==> src/rtl/write_queue_if.sv <==
// Wide-in / narrow-out stream bundle between a user kernel, write_queue and a leaf interface port.
interface write_queue_if #(
   parameter int IN_WIDTH  = 128,
   parameter int OUT_WIDTH = 32
);
   logic [IN_WIDTH-1:0]  din;
   logic                 vld_in;
   logic                 rdy_upward;
   logic [OUT_WIDTH-1:0] dout;
   logic                 vld_out;
   logic                 rdy_downward;

   modport master (
      output din, vld_in, rdy_downward,
      input  rdy_upward, dout, vld_out
   );

   modport slave (
      input  din, vld_in, rdy_downward,
      output rdy_upward, dout, vld_out
   );
endinterface

==> src/rtl/write_queue.sv <==
// Wide-to-narrow down-converter: DEPTH-word FIFO feeding a slice serializer, LS slice first.
// A word accepted at edge k is loaded at k+1 and shown the following cycle; rdy_upward depends only on the registered count.
module write_queue #(
   parameter int IN_WIDTH  = 128,
   parameter int OUT_WIDTH = 32,
   parameter int DEPTH     = 4
) (
   input  logic         clk,
   input  logic         reset,
   input  logic         ap_start,
   write_queue_if.slave bus,
   output logic         idle
);
   localparam int RATIO = IN_WIDTH / OUT_WIDTH;
   localparam int IDX_W = $clog2(RATIO);
   localparam int PTR_W = $clog2(DEPTH);
   localparam int CNT_W = PTR_W + 1;

   typedef logic [RATIO-1:0][OUT_WIDTH-1:0] word_t;

   word_t            mem [DEPTH];
   word_t            shreg;
   logic [PTR_W-1:0] wr_ptr;
   logic [PTR_W-1:0] rd_ptr;
   logic [CNT_W-1:0] count;
   logic             busy;
   logic [IDX_W-1:0] idx;

   logic in_xfer;
   logic out_xfer;
   logic last_slice;
   logic load;

   assign bus.rdy_upward = ap_start && !reset && (count < CNT_W'(DEPTH));
   assign bus.vld_out    = busy && ap_start;
   assign bus.dout       = shreg[idx];

   assign in_xfer    = bus.vld_in && bus.rdy_upward;
   assign out_xfer   = bus.vld_out && bus.rdy_downward;
   assign last_slice = (idx == IDX_W'(RATIO - 1));
   // Reload on the last slice's transfer so consecutive words stream without a bubble.
   assign load       = ap_start && (count != '0) && (!busy || (last_slice && out_xfer));
   assign idle       = (count == '0) && !busy;

   always_ff @(posedge clk) begin
      if (in_xfer)
         mem[wr_ptr] <= bus.din;
   end

   always_ff @(posedge clk) begin
      if (reset) begin
         count  <= '0;
         wr_ptr <= '0;
         rd_ptr <= '0;
         busy   <= 1'b0;
         idx    <= '0;
         shreg  <= '0;
      end else begin
         if (in_xfer)
            wr_ptr <= wr_ptr + PTR_W'(1);

         case ({in_xfer, load})
            2'b10:   count <= count + CNT_W'(1);
            2'b01:   count <= count - CNT_W'(1);
            default: count <= count;
         endcase

         if (out_xfer) begin
            if (!last_slice)
               idx <= idx + IDX_W'(1);
            else
               busy <= 1'b0;
         end

         // Placed last so a same-edge reload overrides the end-of-word busy clear.
         if (load) begin
            shreg  <= mem[rd_ptr];
            rd_ptr <= rd_ptr + PTR_W'(1);
            busy   <= 1'b1;
            idx    <= '0;
         end
      end
   end
endmodule

==> src/flat_wrapper.sv <==
// flat-port wrapper written by rule: the top's interface ports become plain ports
module write_queue_flat 
#(
   parameter int IN_WIDTH  = 128,
   parameter int OUT_WIDTH = 32,
   parameter int DEPTH     = 4
)
  (clk, reset, ap_start, idle, bus_din, bus_vld_in, bus_rdy_downward, bus_rdy_upward, bus_dout, bus_vld_out);
  write_queue_if #(.IN_WIDTH(IN_WIDTH), .OUT_WIDTH(OUT_WIDTH)) bus_i ();
  input  logic clk;
  input  logic reset;
  input  logic ap_start;
  output logic idle;
  input wire logic [$bits(bus_i.din)-1:0] bus_din;
  input wire logic [$bits(bus_i.vld_in)-1:0] bus_vld_in;
  input wire logic [$bits(bus_i.rdy_downward)-1:0] bus_rdy_downward;
  output wire logic [$bits(bus_i.rdy_upward)-1:0] bus_rdy_upward;
  output wire logic [$bits(bus_i.dout)-1:0] bus_dout;
  output wire logic [$bits(bus_i.vld_out)-1:0] bus_vld_out;
  assign bus_i.din = bus_din;
  assign bus_i.vld_in = bus_vld_in;
  assign bus_i.rdy_downward = bus_rdy_downward;
  assign bus_rdy_upward = bus_i.rdy_upward;
  assign bus_dout = bus_i.dout;
  assign bus_vld_out = bus_i.vld_out;
  write_queue #(.IN_WIDTH(IN_WIDTH), .OUT_WIDTH(OUT_WIDTH), .DEPTH(DEPTH)) u_core (.clk(clk), .reset(reset), .ap_start(ap_start), .bus(bus_i), .idle(idle));
endmodule
==> config.mk <==
export PLATFORM = sky130hd
export DESIGN_NAME = write_queue_flat
export DESIGN_NICKNAME = d
export VERILOG_FILES = /design/src/rtl/write_queue_if.sv /design/src/rtl/write_queue.sv /design/src/flat_wrapper.sv
export SDC_FILE = /design/constraint.sdc
export NUM_CORES = 1
export LEC_CHECK = 0
export CAP_MARGIN = 20
export CORE_ASPECT_RATIO = 0.7
export CORE_UTILIZATION = 40
export CTS_BUF_LIST = sky130_fd_sc_hd__clkbuf_4 sky130_fd_sc_hd__clkbuf_8
export DETAILED_ROUTE_END_ITERATION = 8
export RECOVER_POWER = 100
export SLEW_MARGIN = 20
export SYNTH_ARGS = -nofsm -noshare
export SYNTH_HDL_FRONTEND = slang
export SYNTH_SLANG_ARGS = --single-unit
export TNS_END_PERCENT = 5
==> constraint.sdc <==
create_clock -name clk -period 6.1 [get_ports clk]
set_clock_uncertainty 0.1 [all_clocks]
set_input_delay 1.22 -clock clk [delete_from_list [all_inputs] [get_ports clk]]
set_output_delay 1.22 -clock clk [all_outputs]
set_load 0.05 [all_outputs]
; ---- Word level (Yosys, flattened, before mapping)
; Memories as Yosys holds them, arrays and structs flattened. A register that Yosys moved wholly into a read port is not among the register bits.
; Cells that the tools add are included.
[op_classes]
addsub = 5
n_mul = 0
n_div = 0
order_cmp = 2
n_eq_ne = 3
shifts = 0
mux = 8
bitwise_logic = 1
reduce_logical = 20
[op_table]
columns = operator, n
row1 = $bmux W32 S2, 1
row2 = $mux W32, 1
row3 = $logic_and A1 B1 Y1, 9
row4 = $add A2 B1 Y2 const B, 3
row5 = $pmux W3 S2, 1
row6 = $reduce_bool A2 Y1, 3
row7 = $mux W1, 5
row8 = $eq A2 B2 Y1 const B, 2
row9 = $reduce_and A2 Y1, 2
row10 = $add A3 B1 Y3 const B, 1
row11 = $logic_not A3 Y1, 1
row12 = $lt A2 B3 Y1 const B, 1
row13 = $lt A3 B3 Y1 const B, 1
row14 = $reduce_bool A3 Y1, 1
row15 = $sub A3 B1 Y3 const B, 1
row16 = $eq A2 B1 Y1 const B, 1
row17 = $logic_not A1 Y1, 2
row18 = $reduce_or A2 Y1, 1
row19 = $logic_or A1 B1 Y1, 1
row20 = $not A1 Y1, 1
[word_totals]
regBits = 10
latchBits = 0
ramBits = 512
rom_bits = 0
in_bits = 133
out_inout_bits = 35
wordCells = 45
memories = 1
[memory_table]
columns = name, depth, word_bits, rd, rd_clocked_by_memory_dff, write_ports, line
row1 = u_core.mem, 4, 128, 1, 1, 1, write_queue.sv:21  ; word_t mem [DEPTH];

; ---- Logic depth before layout (Yosys ltp)
; Gate-level depths: netlist of the first run.
[depth]
ltp_word = 7
depth_mapped = 11
depth_no_buf = 10

; ---- Worst setup path before layout of the first run
; No wires, ideal clock.
[synth_timing]
path_kind = input to register
start = input reset
end = memory u_core.mem[1][0] (netlist name), enable pin
setup_ns = 0.502
t_arrival_ns = 4.809
required_ns = 5.498
slack_ns = 0.689
stages = 4
path_buffers = 2
cell_sequence = clkbuf_1 nor4bb_1 clkbuf_1 and2_1
[synth_between]
elab_chain_len = 6
[synth_rtl]
columns = item, line
row1 = "start, declared", flat_wrapper.sv:11  ; input logic reset;
row2 = $logic_not A1 Y1, write_queue.sv:34  ; assign bus.rdy_upward = ap_start && !reset && (count < CNT_W'(DEPTH));
row3 = $logic_and A1 B1 Y1 (2 in series), write_queue.sv:34
row4 = $logic_and A1 B1 Y1, write_queue.sv:38  ; assign in_xfer = bus.vld_in && bus.rdy_upward;
row5 = $mux W1, write_queue.sv:46  ; if (in_xfer)
row6 = $mux W1 (not written as such), write_queue.sv:47  ; mem[wr_ptr] <= bus.din;
row7 = "end, declared", write_queue.sv:21
; No other way between the ends.

; ---- Final worst setup path of the first run
[layout_timing]
start = input ap_start
end = memory u_core.mem[1][18] (netlist name), enable pin
[layout_between]
elab_chain_len = 5
[layout_rtl]
columns = item, line
row1 = "start, declared", flat_wrapper.sv:12  ; input logic ap_start;
row2 = $logic_and A1 B1 Y1 (2 in series), write_queue.sv:34
row3 = $logic_and A1 B1 Y1, write_queue.sv:38
row4 = $mux W1, write_queue.sv:46
row5 = $mux W1 (not written as such), write_queue.sv:47
; No other way between the ends.

==> reports/metrics.csv, run 1 <==
metric;value;unit
status;finished, violations left;
failing checks;capacitance limit, slew limit;
Worst Setup Start Kind;input pin;
port bufs;167;
starting DRC count in detailed routing;1019;
area grow syn2layout;18.66;%
worst slew margin relative to its limit;-104.3;%
Setup TNS;0;ps
Worst EP required;6340;ps
routed via count;12544;
post-synth top area share;63.41;%
Yosys top cell by area;edfxtp_1;
Post-Synth XOR/XNOR Area;0.1806;%
Worst Setup Path Type;input pin to flip-flop;
part of the cycle the worst path needs;84.42;%
post-synthesis register bit count;650;
worst-margin pin slew;3062;ps
final instance area;28770;µm²
final wirelength;56110;µm
compound-cell area share of the yosys netlist;2.921;%
cts hold-fix bufs;0;
Power Dens Cells;358.2;nW/µm²
# clock sinks;650;
clk_lat worst skew;680;ps
crit path max fanout;34;
largest family of logic cells by synthesized area;multiplexers;
clock-pin slew on the worst setup and hold paths;60;ps
total track usage;18.62;%
vias in the first global route;12720;
Multi-input gate area;5549;µm²
Leak;0.009032;µW
Warnings, synthesis;0;
TritonCTS clock tree;yes;
register area share after synthesis;74.80;%
maxcap violations;5;
total gr overflow;0;
Final Hold Vio Count;0;
Hold WC Path Type;flip-flop to flip-flop;
top cells by area, synth;edfxtp_1 63%, mux4_2 15%, dfxtp_1 11%;
critical path capture point type;flip-flop;
std cell rows;75;
Synth Area in Simple Gates;4.484;%
share of cells above drive strength 1;21.95;%
vias per inst;5.149;
Sequential cell area;18150;µm²
DRC;0;
post-CTS setup buffers;0;
cell count after placement;2243;
post-synthesis mux area share;14.90;%
Tmin final;5149;ps
Top Ports;168;
die height;208.0;µm
Max clock buf depth;3;
Arr. time, crit path;5390;ps
largest net degree at the start of global routing;79;
adder-cell share of the synthesized area;0.3922;%
hpwl dp;34800;µm
Syn Area/Cell;18.25;µm²
hold_ws;353.6;ps
max-slew violation count;204;
Mapped Cells;1329;
CTS HTree Levels;3;
GPL Wtd Cong;0.7452;
first-pass iteration count of the detailed router;6;
Non-Filler Instances;2436;
Layout Utilization;48.06;%
clk root buf;clkbuf_8;
PostCTS Resize Cnt;0;
die area;61620;µm²
WL/cell;23.04;µm
Fmax;194.2;MHz
Distinct cells, synth;29;
remaining antenna violation count after routing;0;
Setup violations, final;0;
Nets;1674;
VDD IR max;0.1966;mV
initial antenna violation count;25;
placed cell area;26690;µm²
Core Area;59870;µm²
Fillers;5098;
synthesized area;24250;µm²
Initial Utilization;40.50;%
die width;296.3;µm
CTS buffer count;97;
global-route wire length before repair;83500;µm
RSZ-0062 raised after global routing;no;
syn nets;1469;
## worst paths after layout
kind | start | cells after the start | slack [ps] | end
max | ap_start | 5 | 950 | u_core.mem[1][18]
min reg2reg | u_core.shreg[63] | 2 | 350 | u_core.shreg[63]
max reg2reg | u_core.count[2] | 4 | 1790 | u_core.mem[1][18]
min | u_core.shreg[63] | 2 | 350 | u_core.shreg[63]
## metrics by stage
stage | setup WS, ps | total power [µW]
global route | 670.3 | 10730
detailed placement | 1663 | 6779
global placement | 1651 | 6760
floorplan | 688.6 | 6310
CTS | 1355 | 10470
finish | 950.6 | 10310
## final cells by class
type                            count  share of cell area, %
Antenna cell                       11                0.09566
Clock buffer                      152                  6.510
Clock inverter                     30                 0.7001
Inverter                            8                 0.1131
Multi-Input combinational cell    589                  19.29
Sequential cell                   650                  63.07
Tap cell                          808                  3.514
Timing Repair Buffer              188                  6.718
## synth_stat cells
| library cell | instances |
|---|---|
| edfxtp_1 | 512 |
| nand2_1 | 259 |
| mux4_2 | 160 |
| dfxtp_1 | 138 |
| a21oi_1 | 133 |
| buf_2 | 36 |
| buf_6 | 21 |
| clkbuf_1 | 19 |
| inv_1 | 7 |
| nor2_1 | 7 |
| buf_4 | 6 |
| ha_1 | 6 |
| and2_1 | 5 |
| xor2_1 | 3 |
| nor3_1 | 2 |
| xnor2_1 | 2 |
| a211oi_1 | 1 |
| a21o_2 | 1 |
| fa_1 | 1 |
| inv_2 | 1 |
| mux2i_1 | 1 |
| nand3_2 | 1 |
| nand3b_1 | 1 |
| nor3b_1 | 1 |
| nor4_1 | 1 |
| nor4bb_1 | 1 |
| o21ai_0 | 1 |
| o31ai_4 | 1 |
| or3_1 | 1 |
## critical path, cell delays in order
cell           delay (ps)
dlygate4sd3_1         650
nor4bb_1              290
clkbuf_1              330
and2_0               2270
buf_4                 590
## power by group
part | switching, µW | total (µW) | internal [µW]
sequential | 160 | 5140 | 4980
clock | 1640 | 3680 | 2040
combinational | 871 | 1490 | 614
## logic make-up (layout without fill, tap and decap cells)
| logic type | Yosys count | count (layout) |
|---|---|---|
| AO/OA/AOI/OAI | 137 | 137 |
| XOR/XNOR | 5 | 5 |
| adder cells (fa/ha/maj) | 7 | 7 |
| buffers and inverters | 90 | 378 |
| flip-flops | 650 | 650 |
| multiplexers | 161 | 161 |
| other | 0 | 11 |
| AND/OR/NAND/NOR | 279 | 279 |
## state kept, by name, summed over array words and instances (netlist names)
| signal | flops |
|---|---|
| u_core.shreg | 128 |
| u_core.idx | 2 |
| u_core.rd_ptr | 2 |
| u_core.busy | 1 |
| u_core.wr_ptr | 2 |
| u_core.mem | 512 |
| u_core.count | 3 |
## layer usage
metal  share of wire, %  up-vias  track usage [%]  wire [µm]
met5               0.12        -                0         69
met4                1.5       10            3.786        823
met3                7.5       85            5.502       4205
met2                 43      361            26.11      24340
met1                 48     6503            28.67      26680
li1                   -     5585                -          -
## cell usage in the layout, fill, tap and decap left out, drive strengths merged
cell type and n:
edfxtp 512, nand2 259, dlygate4sd3 163, mux4 160, clkbuf 154, dfxtp 138, a21oi 133, clkinv 22
buf 20, diode 11, inv 11, nor2 7, ha 6, and2 5, xor2 3, clkinvlp 3
clkdlybuf4s50 3, nor3 2, xnor2 2, bufinv 2, nand3 1, o31ai 1, a21o 1, nor4bb 1
nor4 1, nor3b 1, nand3b 1, mux2i 1, o21ai 1, or3 1, a211oi 1, fa 1
No activity file was read; power rests on OpenSTA's default activity.
==> inputs of run 2 (changes only) <==
==> constraint.sdc (replaced) <==
create_clock -name clk -period 4.25 [get_ports clk]
set_clock_uncertainty 0.1 [all_clocks]
set_input_delay 0.85 -clock clk [delete_from_list [all_inputs] [get_ports clk]]
set_output_delay 0.85 -clock clk [all_outputs]
set_load 0.05 [all_outputs]
==> run 2 against run 1 <==
The run still ends with capacitance limit, slew limit left; first-iteration DRC count decreased by 6.6%; routed wire length increased by 1.3%; cell area decreased by 0.20%; global-route usage increased by 0.12 points; critical path type is now flip-flop to output pin; largest cell class unchanged.
==> reports/metrics.csv, run 2 (synthesized netlist as in run 1, its figures left out) <==
metric;value;unit;change
launch point of the worst path;u_core.idx[1];;
Fillers;5107;;+0.18%
cts hold-fix bufs;0;;unchanged
part of the cycle the worst path needs;92.52;%;
clk_lat worst skew;690;ps;about the same
Hold WC Path Type;flip-flop to flip-flop;;
maxcap violations;8;;+3
clock-pin slew on the worst setup and hold paths;60;ps;about the same
worst slew margin relative to its limit;-35.65;%;+69 points
final wirelength;56830;µm;+1.3%
Initial Utilization;40.50;%;unchanged
Nets;1686;;+0.72%
VDD IR max;0.2293;mV;+17%
Multi-input gate area;5557;µm²;+0.14%
CTS buffer count;99;;+2.1%
die area;61620;µm²;unchanged
die width;296.3;µm;unchanged
most frequent cells in the layout;512 x edfxtp_1, 259 x nand2_1, 163 x dlygate4sd3_1;;
port bufs;167;;unchanged
reg-to-reg startpoint;u_core.idx[1];;
Arr. time, crit path;2980;ps;-2410 ps
routed via count;12712;;+1.3%
clk root buf;clkbuf_8;;
leading cell type in the layout, fill and taps excluded;edfxtp_1;;
remaining antenna violation count after routing;0;;unchanged
Leak;0.009025;µW;about the same
met2 GRT Util;25.64;%;-0.47 points
total gr overflow;0;;unchanged
Core Area;59870;µm²;unchanged
starting DRC count in detailed routing;952;;-6.6%
Sequential cell area;18150;µm²;about the same
failing checks;capacitance limit, slew limit;;
CTS HTree Levels;3;;unchanged
Fmax;254.3;MHz;
Worst Setup Path Type;flip-flop to output pin;;
crit path max fanout;20;;-41%
std cell rows;75;;unchanged
vias in the first global route;12709;;-0.086%
largest registers;u_core.mem x512, u_core.shreg x128, u_core.count x3;;
first-pass iteration count of the detailed router;5;;-1
area grow syn2layout;18.43;%;
GPL Wtd Cong;0.7579;;+1.7%
GRT busiest layer;met1;;
CP max-delay cell;dfxtp_2;;
hold_ws;354.1;ps;+0.5160 ps
# clock sinks;650;;unchanged
Worst Path Buf+Inv;2;;-1
max reg flops;512;;unchanged
post-CTS setup buffers;0;;unchanged
vias per inst;5.189;;+0.76%
CP max stage delay;800;ps;-1470 ps
Largest Register;u_core.mem;;
DRC;0;;unchanged
WL/cell;23.20;µm;+0.70%
Final Hold Vio Count;0;;unchanged
worst-margin pin slew;2035;ps;-1028 ps
Top Family by Delay on Critical Path;buffers and inverters;;
Setup violations, final;0;;unchanged
hpwl dp;35240;µm;+1.3%
Non-Filler Instances;2450;;+0.57%
Hold Startpoint;u_core.shreg[68];;
Max clock buf depth;3;;unchanged
cell count after placement;2253;;+0.45%
global-route wire length before repair;84220;µm;+0.86%
total track usage;18.74;%;+0.12 points
die height;208.0;µm;unchanged
total design power;14680;µW;+42%
RSZ-0062 raised after global routing;no;;
Worst EP required;3300;ps;-3040 ps
Top Ports;168;;unchanged
initial antenna violation count;36;;+44%
PostCTS Resize Cnt;0;;unchanged
max-slew violation count;438;;+110%
TritonCTS clock tree;yes;;
largest net degree at the start of global routing;132;;+67%
status;finished, violations left;;
Power Dens Cells;511.1;nW/µm²;+43%
Worst Setup Start Kind;flip-flop;;
share of cells above drive strength 1;22.18;%;+0.23 points
routing usage on met3;5.437;%;-0.064 points
global-route met1 utilization;29.10;%;+0.43 points
cell chain of the critical path;buf_4 > mux4_2 > dlygate4sd3_1;;
critical path capture point type;output pin;;
Tmin final;3932;ps;
==> run 2: path summary, 6_finish.rpt <==
check / to / slack (ps) / cells after the start
setup / recovery: bus_dout[14] / 320 / 3
hold / removal: u_core.shreg[68] / 350 / 2
setup reg to reg: u_core.shreg[81] / 460 / 7
hold reg to reg: u_core.shreg[68] / 350 / 2
==> run 2: layout make-up <==
type	count	area share (%)
well taps	808	3.521
flip-flops and latches	650	63.20
repair buffers	198	6.819
inverters	8	0.1089
clock buffers	143	6.113
clock inverters	44	0.8061
multi-input cells	589	19.35
diodes	10	0.08714
==> run 2: worst min-delay path, cell delays in order, from the launching register on <==
cell	delay, ps
dfxtp_1	300
nand2_1	50
a21oi_1	50
==> run 2: through the flow <==
stage,TNS (ps),cell area [µm²],utilization [%],setup slack (ps)
detailed placement,0,26830,44.82,746.2
finish,0,28720,47.96,317.9
global placement,0,26830,44.82,734.3
CTS,0,28820,48.14,347.6
floorplan,-303810,24250,-,-791.2
global route,0,28700,47.94,164.0
==> run 2: power breakdown <==
part / internal, µW / total (µW) / switching [µW]
logic: 927 / 2170 / 1240
clock network: 2720 / 5110 / 2380
registers: 7150 / 7400 / 248
==> run 2: per-layer routing <==
metal	share of wire, %	up-vias	routed length, µm
met3	6.6	109	3747
li1	-	5606	-
met4	2.0	10	1131
met2	43	387	24620
met1	48	6600	27270
met5	0.12	-	67
==> inputs of run 3 (changes only) <==
==> constraint.sdc (replaced) <==
create_clock -name clk -period 4.6 [get_ports clk]
set_clock_uncertainty 0.1 [all_clocks]
set_input_delay 0.92 -clock clk [delete_from_list [all_inputs] [get_ports clk]]
set_output_delay 0.92 -clock clk [all_outputs]
set_load 0.05 [all_outputs]
==> run 3 against run 2 <==
The run still ends with capacitance limit, slew limit left; setup slack improved by 120 ps; count of clock-buffer cells in the layout increased by 8; global-route usage decreased by 0.34 points; critical path depth increased by 2; combinational power decreased by 10%; cell area about the same; total power decreased by 7.3%; largest cell class unchanged; final cell count decreased by 0.49%; routed wire length decreased by 1.6%; flip-flop and latch count unchanged; first-iteration DRC count increased by 4.0%; non-clock buffer count decreased by 8.
==> reports/metrics.csv, run 3 (synthesized netlist as in run 1, its figures left out) <==
metric;value;unit;change
status;finished, violations left;;
failing checks;capacitance limit, slew limit;;
CP max-delay cell;buf_2;;
TritonCTS clock tree;yes;;
remaining antenna violation count after routing;0;;unchanged
leading cell type in the layout, fill and taps excluded;edfxtp_1;;
Max clock buf depth;3;;unchanged
DRC;0;;unchanged
Top Ports;168;;unchanged
CTS HTree Levels;3;;unchanged
max reg flops;512;;unchanged
Fmax;240.1;MHz;
Core Area;59870;µm²;unchanged
clock-pin slew on the worst setup and hold paths;60;ps;about the same
hpwl dp;33880;µm;-3.9%
reg2reg path depth;10;;+3
Power Dens Cells;473.6;nW/µm²;-7.3%
Tmin final;4164;ps;
critical path capture point type;flip-flop;;
post-CTS setup buffers;0;;unchanged
Crit path depth;5;;+2
hold_ws;349.7;ps;-4.461 ps
VDD IR max;0.2155;mV;-6.0%
GPL Wtd Cong;0.7435;;-1.9%
Largest Register;u_core.mem;;
PostCTS Resize Cnt;0;;unchanged
starting DRC count in detailed routing;990;;+4.0%
area grow syn2layout;18.49;%;about the same
routed via count;12684;;-0.22%
cell chain of the critical path;dlygate4sd3_1 > nor4bb_1 > clkbuf_1 > and2_0 > buf_2;;
Hold WC Path Type;flip-flop to flip-flop;;
port bufs;167;;unchanged
Worst Path Buf+Inv;3;;+1
total gr overflow;0;;unchanged
total track usage;18.40;%;-0.34 points
initial antenna violation count;39;;+8.3%
WHS Path Cells;2;;unchanged
cell count after placement;2245;;-0.36%
most frequent cells in the layout;512 x edfxtp_1, 259 x nand2_1, 163 x dlygate4sd3_1;;
Final Hold Vio Count;0;;unchanged
crit path max fanout;71;;+250%
die area;61620;µm²;unchanged
total design power;13610;µW;-7.3%
share of cells above drive strength 1;21.89;%;-0.29 points
Leak;0.009010;µW;-0.16%
worst-margin pin slew;2106;ps;+70.77 ps
cts hold-fix bufs;0;;unchanged
clk_lat worst skew;710;ps;+20 ps
Setup violations, final;0;;unchanged
Nets;1678;;-0.47%
Arr. time, crit path;4310;ps;+1330 ps
Worst EP required;4750;ps;+1450 ps
worst slew margin relative to its limit;-40.37;%;-4.7 points
first-pass iteration count of the detailed router;7;;+2
die width;296.3;µm;unchanged
RSZ-0062 raised after global routing;no;;
Worst Setup Start Kind;input pin;;
# clock sinks;650;;unchanged
Fillers;5147;;+0.78%
std cell rows;75;;unchanged
final wirelength;55940;µm;-1.6%
vias per inst;5.203;;+0.27%
Non-Filler Instances;2438;;-0.49%
max-slew violation count;258;;-41%
maxcap violations;5;;-3
largest net degree at the start of global routing;132;;unchanged
vias in the first global route;12612;;-0.76%
die height;208.0;µm;unchanged
Top Family by Delay on Critical Path;buffers and inverters;;
CTS buffer count;99;;unchanged
CP max stage delay;1490;ps;+690 ps
part of the cycle the worst path needs;90.53;%;
global-route wire length before repair;82560;µm;-2.0%
WL/cell;22.94;µm;-1.1%
Initial Utilization;40.50;%;unchanged
Worst Setup Path Type;input pin to flip-flop;;
largest registers;u_core.mem x512, u_core.shreg x128, u_core.count x3;;
clk root buf;clkbuf_8;;
-- run 3: final timing paths --
path | slack [ps] | startpoint | endpoint
worst min-delay path | 350 | u_core.shreg[74] | u_core.shreg[74]
worst min register to register | 350 | u_core.shreg[74] | u_core.shreg[74]
worst max-delay path | 440 | ap_start | u_core.mem[1][69]
worst max register to register | 650 | u_core.idx[1] | u_core.count[2]
-- run 3: where the power goes --
group	switching, µW	total (µW)	internal [µW]
Sequential	239	6840	6610
Combinational	1120	1950	834
Clock	2210	4810	2600
Total	3560	13600	10000
-- run 3: area by class of cell --
class	instances	area, µm²	share of cell area [%]
Sequential cell	650	18150	63.16
Multi-Input combinational cell	589	5542	19.29
Timing Repair Buffer	190	1928	6.711
Clock buffer	151	1872	6.515
Tap cell	808	1011	3.519
Clock inverter	29	167.7	0.5835
Antenna cell	13	32.53	0.1132
Inverter	8	31.28	0.1089
-- run 3: stage by stage --
step                setup WS, ps  cell area (µm²)  setup TNS, ps  util, %
global route               268.4            28710              0    47.95
detailed placement          1050            26770              0    44.72
global placement            1031            26770              0    44.72
CTS                        416.6            28810              0    48.12
finish                     435.7            28730              0    47.99
floorplan                 -511.2            24250        -196290        -
-- run 3: worst reg2reg max path, delay by kind of cell, from the launching register on --
family,cells,cell delay (ps)
AO/OA/AOI/OAI,2,1200
adder cells (fa/ha/maj),3,880
buffers and inverters,2,620
flip-flops,1,590
AND/OR/NAND/NOR,2,430
XOR/XNOR,1,70
-- run 3: layer usage --
layer	GRT usage, %	up-vias	share of wire (%)
met5	0	-	0.22
met4	4.461	18	2.0
met3	5.694	113	7.9
met2	25.42	397	43
met1	28.18	6565	47
li1	-	5591	-
